**src/rtl/uart_rx_core.sv**
```systemverilog
// 8N1-style UART receiver: 2-flop synchronised input, mid-bit sampling timed
// from the start-bit falling edge, registered one-cycle data-valid strobe.
module uart_rx_core #(
    parameter int unsigned CLK_FREQ = 50_000_000,
    parameter int unsigned BAUD     = 115200,
    parameter int unsigned WIDTH    = 8
) (
    input  logic             i_clk,
    input  logic             i_rst_n,
    input  logic             i_rx,
    output logic [WIDTH-1:0] o_data,
    output logic             o_dv
);

    localparam int unsigned CLKS_PER_BIT = CLK_FREQ / BAUD;
    localparam int unsigned HALF         = CLKS_PER_BIT / 2;
    localparam int unsigned CNT_W        = (CLKS_PER_BIT > 1) ? $clog2(CLKS_PER_BIT) : 1;
    localparam int unsigned IDX_W        = (WIDTH > 1) ? $clog2(WIDTH) : 1;

    localparam logic [CNT_W-1:0] CNT_BIT_END  = CNT_W'(CLKS_PER_BIT - 1);
    localparam logic [CNT_W-1:0] CNT_HALF_END = CNT_W'(HALF - 1);
    localparam logic [IDX_W-1:0] IDX_LAST     = IDX_W'(WIDTH - 1);

    typedef enum logic [1:0] {
        S_IDLE,
        S_START,
        S_DATA,
        S_STOP
    } state_t;

    state_t            state_q;
    logic              rx_meta_q;
    logic              rx_sync_q;
    logic              armed_q;
    logic [CNT_W-1:0]  clk_cnt_q;
    logic [IDX_W-1:0]  bit_idx_q;
    logic [WIDTH-1:0]  shift_q;
    logic [WIDTH-1:0]  data_q;
    logic              dv_q;

    assign o_data = data_q;
    assign o_dv   = dv_q;

    always_ff @(posedge i_clk or negedge i_rst_n) begin
        if (!i_rst_n) begin
            rx_meta_q <= 1'b1;
            rx_sync_q <= 1'b1;
        end else begin
            rx_meta_q <= i_rx;
            rx_sync_q <= rx_meta_q;
        end
    end

    // armed_q blocks a new start until the line has been seen high, so a
    // framing error (or a reset released mid-frame) cannot re-trigger on a held-low line.
    always_ff @(posedge i_clk or negedge i_rst_n) begin
        if (!i_rst_n) begin
            state_q   <= S_IDLE;
            armed_q   <= 1'b0;
            clk_cnt_q <= '0;
            bit_idx_q <= '0;
            shift_q   <= '0;
            data_q    <= '0;
            dv_q      <= 1'b0;
        end else begin
            dv_q <= 1'b0;
            case (state_q)
                S_IDLE: begin
                    clk_cnt_q <= '0;
                    bit_idx_q <= '0;
                    if (rx_sync_q) begin
                        armed_q <= 1'b1;
                    end else if (armed_q) begin
                        state_q <= S_START;
                    end
                end
                S_START: begin
                    if (clk_cnt_q == CNT_HALF_END) begin
                        clk_cnt_q <= '0;
                        state_q   <= rx_sync_q ? S_IDLE : S_DATA;
                    end else begin
                        clk_cnt_q <= clk_cnt_q + 1'b1;
                    end
                end
                S_DATA: begin
                    if (clk_cnt_q == CNT_BIT_END) begin
                        clk_cnt_q          <= '0;
                        shift_q[bit_idx_q] <= rx_sync_q;
                        if (bit_idx_q == IDX_LAST) begin
                            bit_idx_q <= '0;
                            state_q   <= S_STOP;
                        end else begin
                            bit_idx_q <= bit_idx_q + 1'b1;
                        end
                    end else begin
                        clk_cnt_q <= clk_cnt_q + 1'b1;
                    end
                end
                S_STOP: begin
                    if (clk_cnt_q == CNT_BIT_END) begin
                        clk_cnt_q <= '0;
                        state_q   <= S_IDLE;
                        if (rx_sync_q) begin
                            data_q <= shift_q;
                            dv_q   <= 1'b1;
                        end else begin
                            armed_q <= 1'b0;
                        end
                    end else begin
                        clk_cnt_q <= clk_cnt_q + 1'b1;
                    end
                end
                default: state_q <= S_IDLE;
            endcase
        end
    end

endmodule

```
**config.mk**
```make
export PLATFORM = sky130hd
export DESIGN_NAME = uart_rx_core
export DESIGN_NICKNAME = d
export VERILOG_FILES = /design/src/rtl/uart_rx_core.sv
export SDC_FILE = /design/constraint.sdc
export NUM_CORES = 1
export LEC_CHECK = 0
export BUFFER_PORTS_ARGS = -buffer_cell sky130_fd_sc_hd__buf_4
export CORE_MARGIN = 8
export CORE_UTILIZATION = 51
export CTS_BUF_LIST = sky130_fd_sc_hd__clkbuf_8
export DETAILED_ROUTE_END_ITERATION = 16
export MAX_ROUTING_LAYER = met4
export PLACE_DENSITY = 0.76
export SLEW_MARGIN = 20
export SYNTH_ARGS = -nofsm -noshare
export SYNTH_HDL_FRONTEND = slang
export SYNTH_SLANG_ARGS = --single-unit
```
**constraint.sdc**
```tcl
create_clock -name i_clk -period 2.4 [get_ports i_clk]
set_clock_uncertainty 0.15 [all_clocks]
set_input_delay 0.6 -clock i_clk [delete_from_list [all_inputs] [get_ports i_clk]]
set_output_delay 0.6 -clock i_clk [all_outputs]
set_load 0.01 [all_outputs]
```
# Word level (Yosys, flattened, before mapping)
# Index checks and enable logic that the tools add are counted.
# word_totals
regBits	34
# op_classes
n_eq_ne	14
magnitude_cmp	2
addsub	2
n_mux	24
n_reduce_logical	10
# op_table
cell	n
one-hot mux 9 bit (3 select lines)	1
two-way mux 9 bit	2
!= test 2 bit, second input constant	8
two-way mux 2 bit	7
adder 9 x 1 -> 9 bit, second input constant	1
equality test 9 x 8 -> 1 bit, second input constant	1
equality test 9 bit, second input constant	1
bitwise mux 8 bit	1
one-hot mux 2 bit (4 select lines)	1
two-way mux 1 bit	7
two-way mux 3 bit	2
one-hot mux 3 bit (2 select lines)	1
AND reduction 6 bit	1
equality test 2 bit, second input constant	2
less-than comparator 3 x 4 -> 1 bit, second input constant	1
AND reduction 2 bit	2
AND reduction 4 bit	1
nonzero test 2 bit	2
adder 3 x 1 -> 3 bit, second input constant	1
demux 1 bit (select 3 bit)	1
equality test 3 bit, second input constant	1
>= comparator 3 x 1 -> 1 bit, second input constant	1
AND reduction 3 bit	1
equality test 2 x 1 -> 1 bit, second input constant	1
4 further kinds	4

# Depth between registers and ports, before layout
# depth
ltp_word	5
mapped_depth	6
depth_no_buf	5

# Worst setup path after synthesis
# No wires, ideal clock.
# synth_timing
path_type	register to register
start	register clk_cnt_q[1]
end	register shift_q[1]
synth_period_minus_slack_ns	1.829
stages_incl_launch_ff	7
path_buffers	1
setup_slack_ns	0.571
arrival_ns	1.555
path_cell_list	dfrtp_1 -> inv_1 -> ha_1 -> nor4bb_1 -> buf_2 -> nand4_1 -> mux2_2
# synth_between
elab_chain_len	2
# synth_rtl
element	line	text
start: declaration	35	logic [CNT_W-1:0] clk_cnt_q;
start signal: assignment	82	clk_cnt_q <= clk_cnt_q + 1'b1;
start signal: assignment	96	clk_cnt_q <= clk_cnt_q + 1'b1;
start signal: assignment	110	clk_cnt_q <= clk_cnt_q + 1'b1;
equality test 9 bit	86	if (clk_cnt_q == CNT_BIT_END) begin
AND reduction 2 bit (no line)	--	
end signal: indexed assignment	88	shift_q[bit_idx_q] <= rx_sync_q;
end: declaration	37	logic [WIDTH-1:0] shift_q;
# No other way between the ends.
# A chain may end at the register's enable or synchronous reset.

# Final worst setup path
# layout_timing
start	register clk_cnt_q[1]
end	register shift_q[0]
# The elaborated chain is that of the path after synthesis.

==> impl_metrics.yaml <==
cells_and_area:
  drive_gt1_frac: 0.270
  layout.nets: 159
  fill_cells: 256
  syn_to_final_growth_pct: 14.5
  n_antenna_cell: 0
clocking:
  clk-insertion-delay-late_ps: 290
  cts_setup_buffers: 0
  root_buffer: "clkbuf_8"
  numCtsBuffers: 5
  ctsLongestPathBuffers: 2
  cts_resized: 0
  cts_sinks: 34
  cts.reportedPaths.clkPinSlew_ps: 70
  htreeDepth: 2
  holdBufCountCts: 0
  cts_tree: "yes"
timing:
  fin_crit_ps: 1980
  finalSetupTns_ps: 0
  setup_slack_ps: 424
  finalSetupViolCount: 0
  slew-limit-headroom: 0.579
  rsz0062_at_grt: "no"
  fin_hold_ws_ps: 95.0
  max_freq_mhz: 506
  tightest_slew_ps: 627
  maxSlewViolCount: 0
  finalHoldViolations: 0
  finalCritPeriodShare: 0.823
logic_synthesis:
  synth.net_count: 145
  ys.flop_type: "dfrtp_1"
  synth_area_um2: 1650
  yosys_warnings: 0
  postSynthCellCount: 137
  yosys.area_share.simple: 0.194
  synth_top_area_cell: "dfrtp_1"
  synth_top_area_frac: 0.484
  synthAdderAreaFrac: 0.0378
  synthXorXnorAreaFrac: 0.0159
  synth_area_leaders: "dfrtp_1 (48%), mux2_2 (10%), ha_1 (3.8%), nand4_1 (3.4%), dfstp_2 (3.2%)"
  synth_compound_area_frac: 0.103
  avgSynthCellArea_um2: 12.1
  ys_async_sr_fraction: 1.00
  seq_area_frac_synth: 0.516
  synth_mux_area_frac: 0.109
  synth_top_family_by_area: "simple AND/OR/NAND/NOR gates"
  synth-edff-count: 0
  ys_types: 38
  synth-seq-cells: 34
critical_path:
  cp-end-kind: "flip-flop"
  reg2reg_slack_ps: 420
  cp.required_ps: 2420
  path_class: "reg -> reg"
  start_kind: "flip-flop"
  max_stage_delay_ps: 400
  cp_slowest_cell: "dfrtp_1"
  crit_chain: "inv_1, ha_1, nor4bb_1, buf_4, nand4_1, mux2_2"
  critPathMaxFanout: 11
  critPathArrivalTime_ps: 2000
  reg2reg_depth: 6
grt:
  grt_max_degree: 35
  track_usage: 0.138
  grt.overflow.total: 0
  antenna_found_initial: 0
  grt_pass1_vias: 1214
  grt_pass1_wl_um: 5530
pwr:
  peakVddDrop_uv: 605
  power.density_nw_per_um2: 738
  p_leak_nw: 0.890
route:
  vias: 1172
  wirelength_um: 3230
  drt-pass1-iter-count: 4
  route.detailed.drc: 0
  viasPerCell: 5.98
  routedWlPerCell_um: 16.5
  ant_nets: 0
  drt-initial-drc-count: 124
place:
  place_ws_ps: 429
  gp_congestion: 0.834
  dp_hpwl_um: 2160
  port_buffers: 11
floorplanning:
  fp.coreArea_um2: 3080
  io_pins: 12
  initial_utilization: 0.537
  die_y_um: 73.0
  die_w_um: 73.0
  rows: 20
  dieArea_um2: 5320
status:
  outcome: "complete, no violations"
min_path:
  hold_path.class: "in -> async"
job:
  maxCapViolCount: 0
-- worst paths after layout --
path	startpoint	end
setup / recovery	clk_cnt_q[1]	shift_q[0]
hold / removal	i_rst_n	o_data[4]
setup reg to reg	clk_cnt_q[1]	shift_q[0]
hold reg to reg	rx_meta_q	rx_sync_q
max in group asynchronous	i_rst_n	rx_sync_q
min in group i_clk	rx_meta_q	rx_sync_q
-- metrics by stage --
step | instance area, um2 | std cells | total power, mW | utilization
detailed placement | 1780 | 188 | 0.870 | 0.578
CTS | 1890 | 196 | 1.41 | 0.615
floorplan | 1650 | 137 | 0.815 | -
global placement | 1780 | 188 | 0.860 | 0.578
global route | 1890 | 196 | 1.45 | 0.615
finish | 1890 | 196 | 1.40 | 0.615
-- report_power, final --
group	leakage (nW)	total [mW]	switching, mW	internal (mW)
sequential	0.452	0.695	0.0766	0.619
combinational	0.376	0.167	0.0833	0.0834
clock	0.0626	0.535	0.201	0.334
-- final cells by class --
type / instances / area (um2) / area share
inverters: 5 / 18.8 / 0.00991
flip-flops and latches: 34 / 853 / 0.450
multi-input cells: 93 / 761 / 0.402
well taps: 44 / 55.1 / 0.0291
repair buffers: 12 / 90.1 / 0.0476
clock inverters: 2 / 33.8 / 0.0178
clock buffers: 6 / 82.6 / 0.0436
-- cells by family after synthesis --
group                    after synthesis
AO/OA/AOI/OAI                         25
XOR/XNOR                               3
adder cells (fa/ha/maj)                5
buffers and inverters                 10
flip-flops                            34
multiplexers                          16
AND/OR/NAND/NOR                       44
-- cells in the final DEF, fill, tap and decap left out, types with 3 or more instances in the layout --
cell and count:
a31oi_1 3, nand4_1 9, o21ai_0 4, clkbuf_8 6
mux2_2 15, or3_1 4, nand2_1 7, dfrtp_1 32
a21oi_1 5, nor4bb_1 3, nand3_1 4, nor2_1 4
a22oi_1 4, inv_1 6, buf_4 12, ha_1 5
-- worst max-delay path: cells and delay by family (launching register included) --
family / cells / cell delay, ps
simple gates: 2 / 470
flops: 1 / 400
buf+inv: 2 / 320
mux: 1 / 310
fa+ha+maj: 1 / 210
-- state kept, by name, indices dropped and copies added, names as in the netlist, named ones only --
signal     flops
state_q        1
armed_q        1
rx_sync_q      1
bit_idx_q      3
o_dv           1
shift_q        8
clk_cnt_q      9
rx_meta_q      1
o_data         8
-- synthesized netlist by cell type (2+ instances only) --
cell and instances:
o21ai_0 4, o211ai_1 2, clkbuf_1 3, nand4b_1 2, dfrtp_1 32, ha_1 5
or3_1 4, nor4_1 2, mux2_2 15, nor4bb_1 3, nand2_1 7, a31oi_1 3
buf_2 2, xor2_1 2, nor2_1 4, nand4_1 9, inv_1 5, nor4b_1 2
nand3_1 4, dfstp_2 2, a22oi_1 4, a21oi_1 5
-- layer usage --
metal	GRT usage	vias up	share of wire
li1	-	549	-
met1	0.163	582	0.44
met2	0.206	36	0.49
met3	0.0453	5	0.056
met4	0.0711	0	0.017
met5	-	-	0
Power figures use the tool's default switching activity.
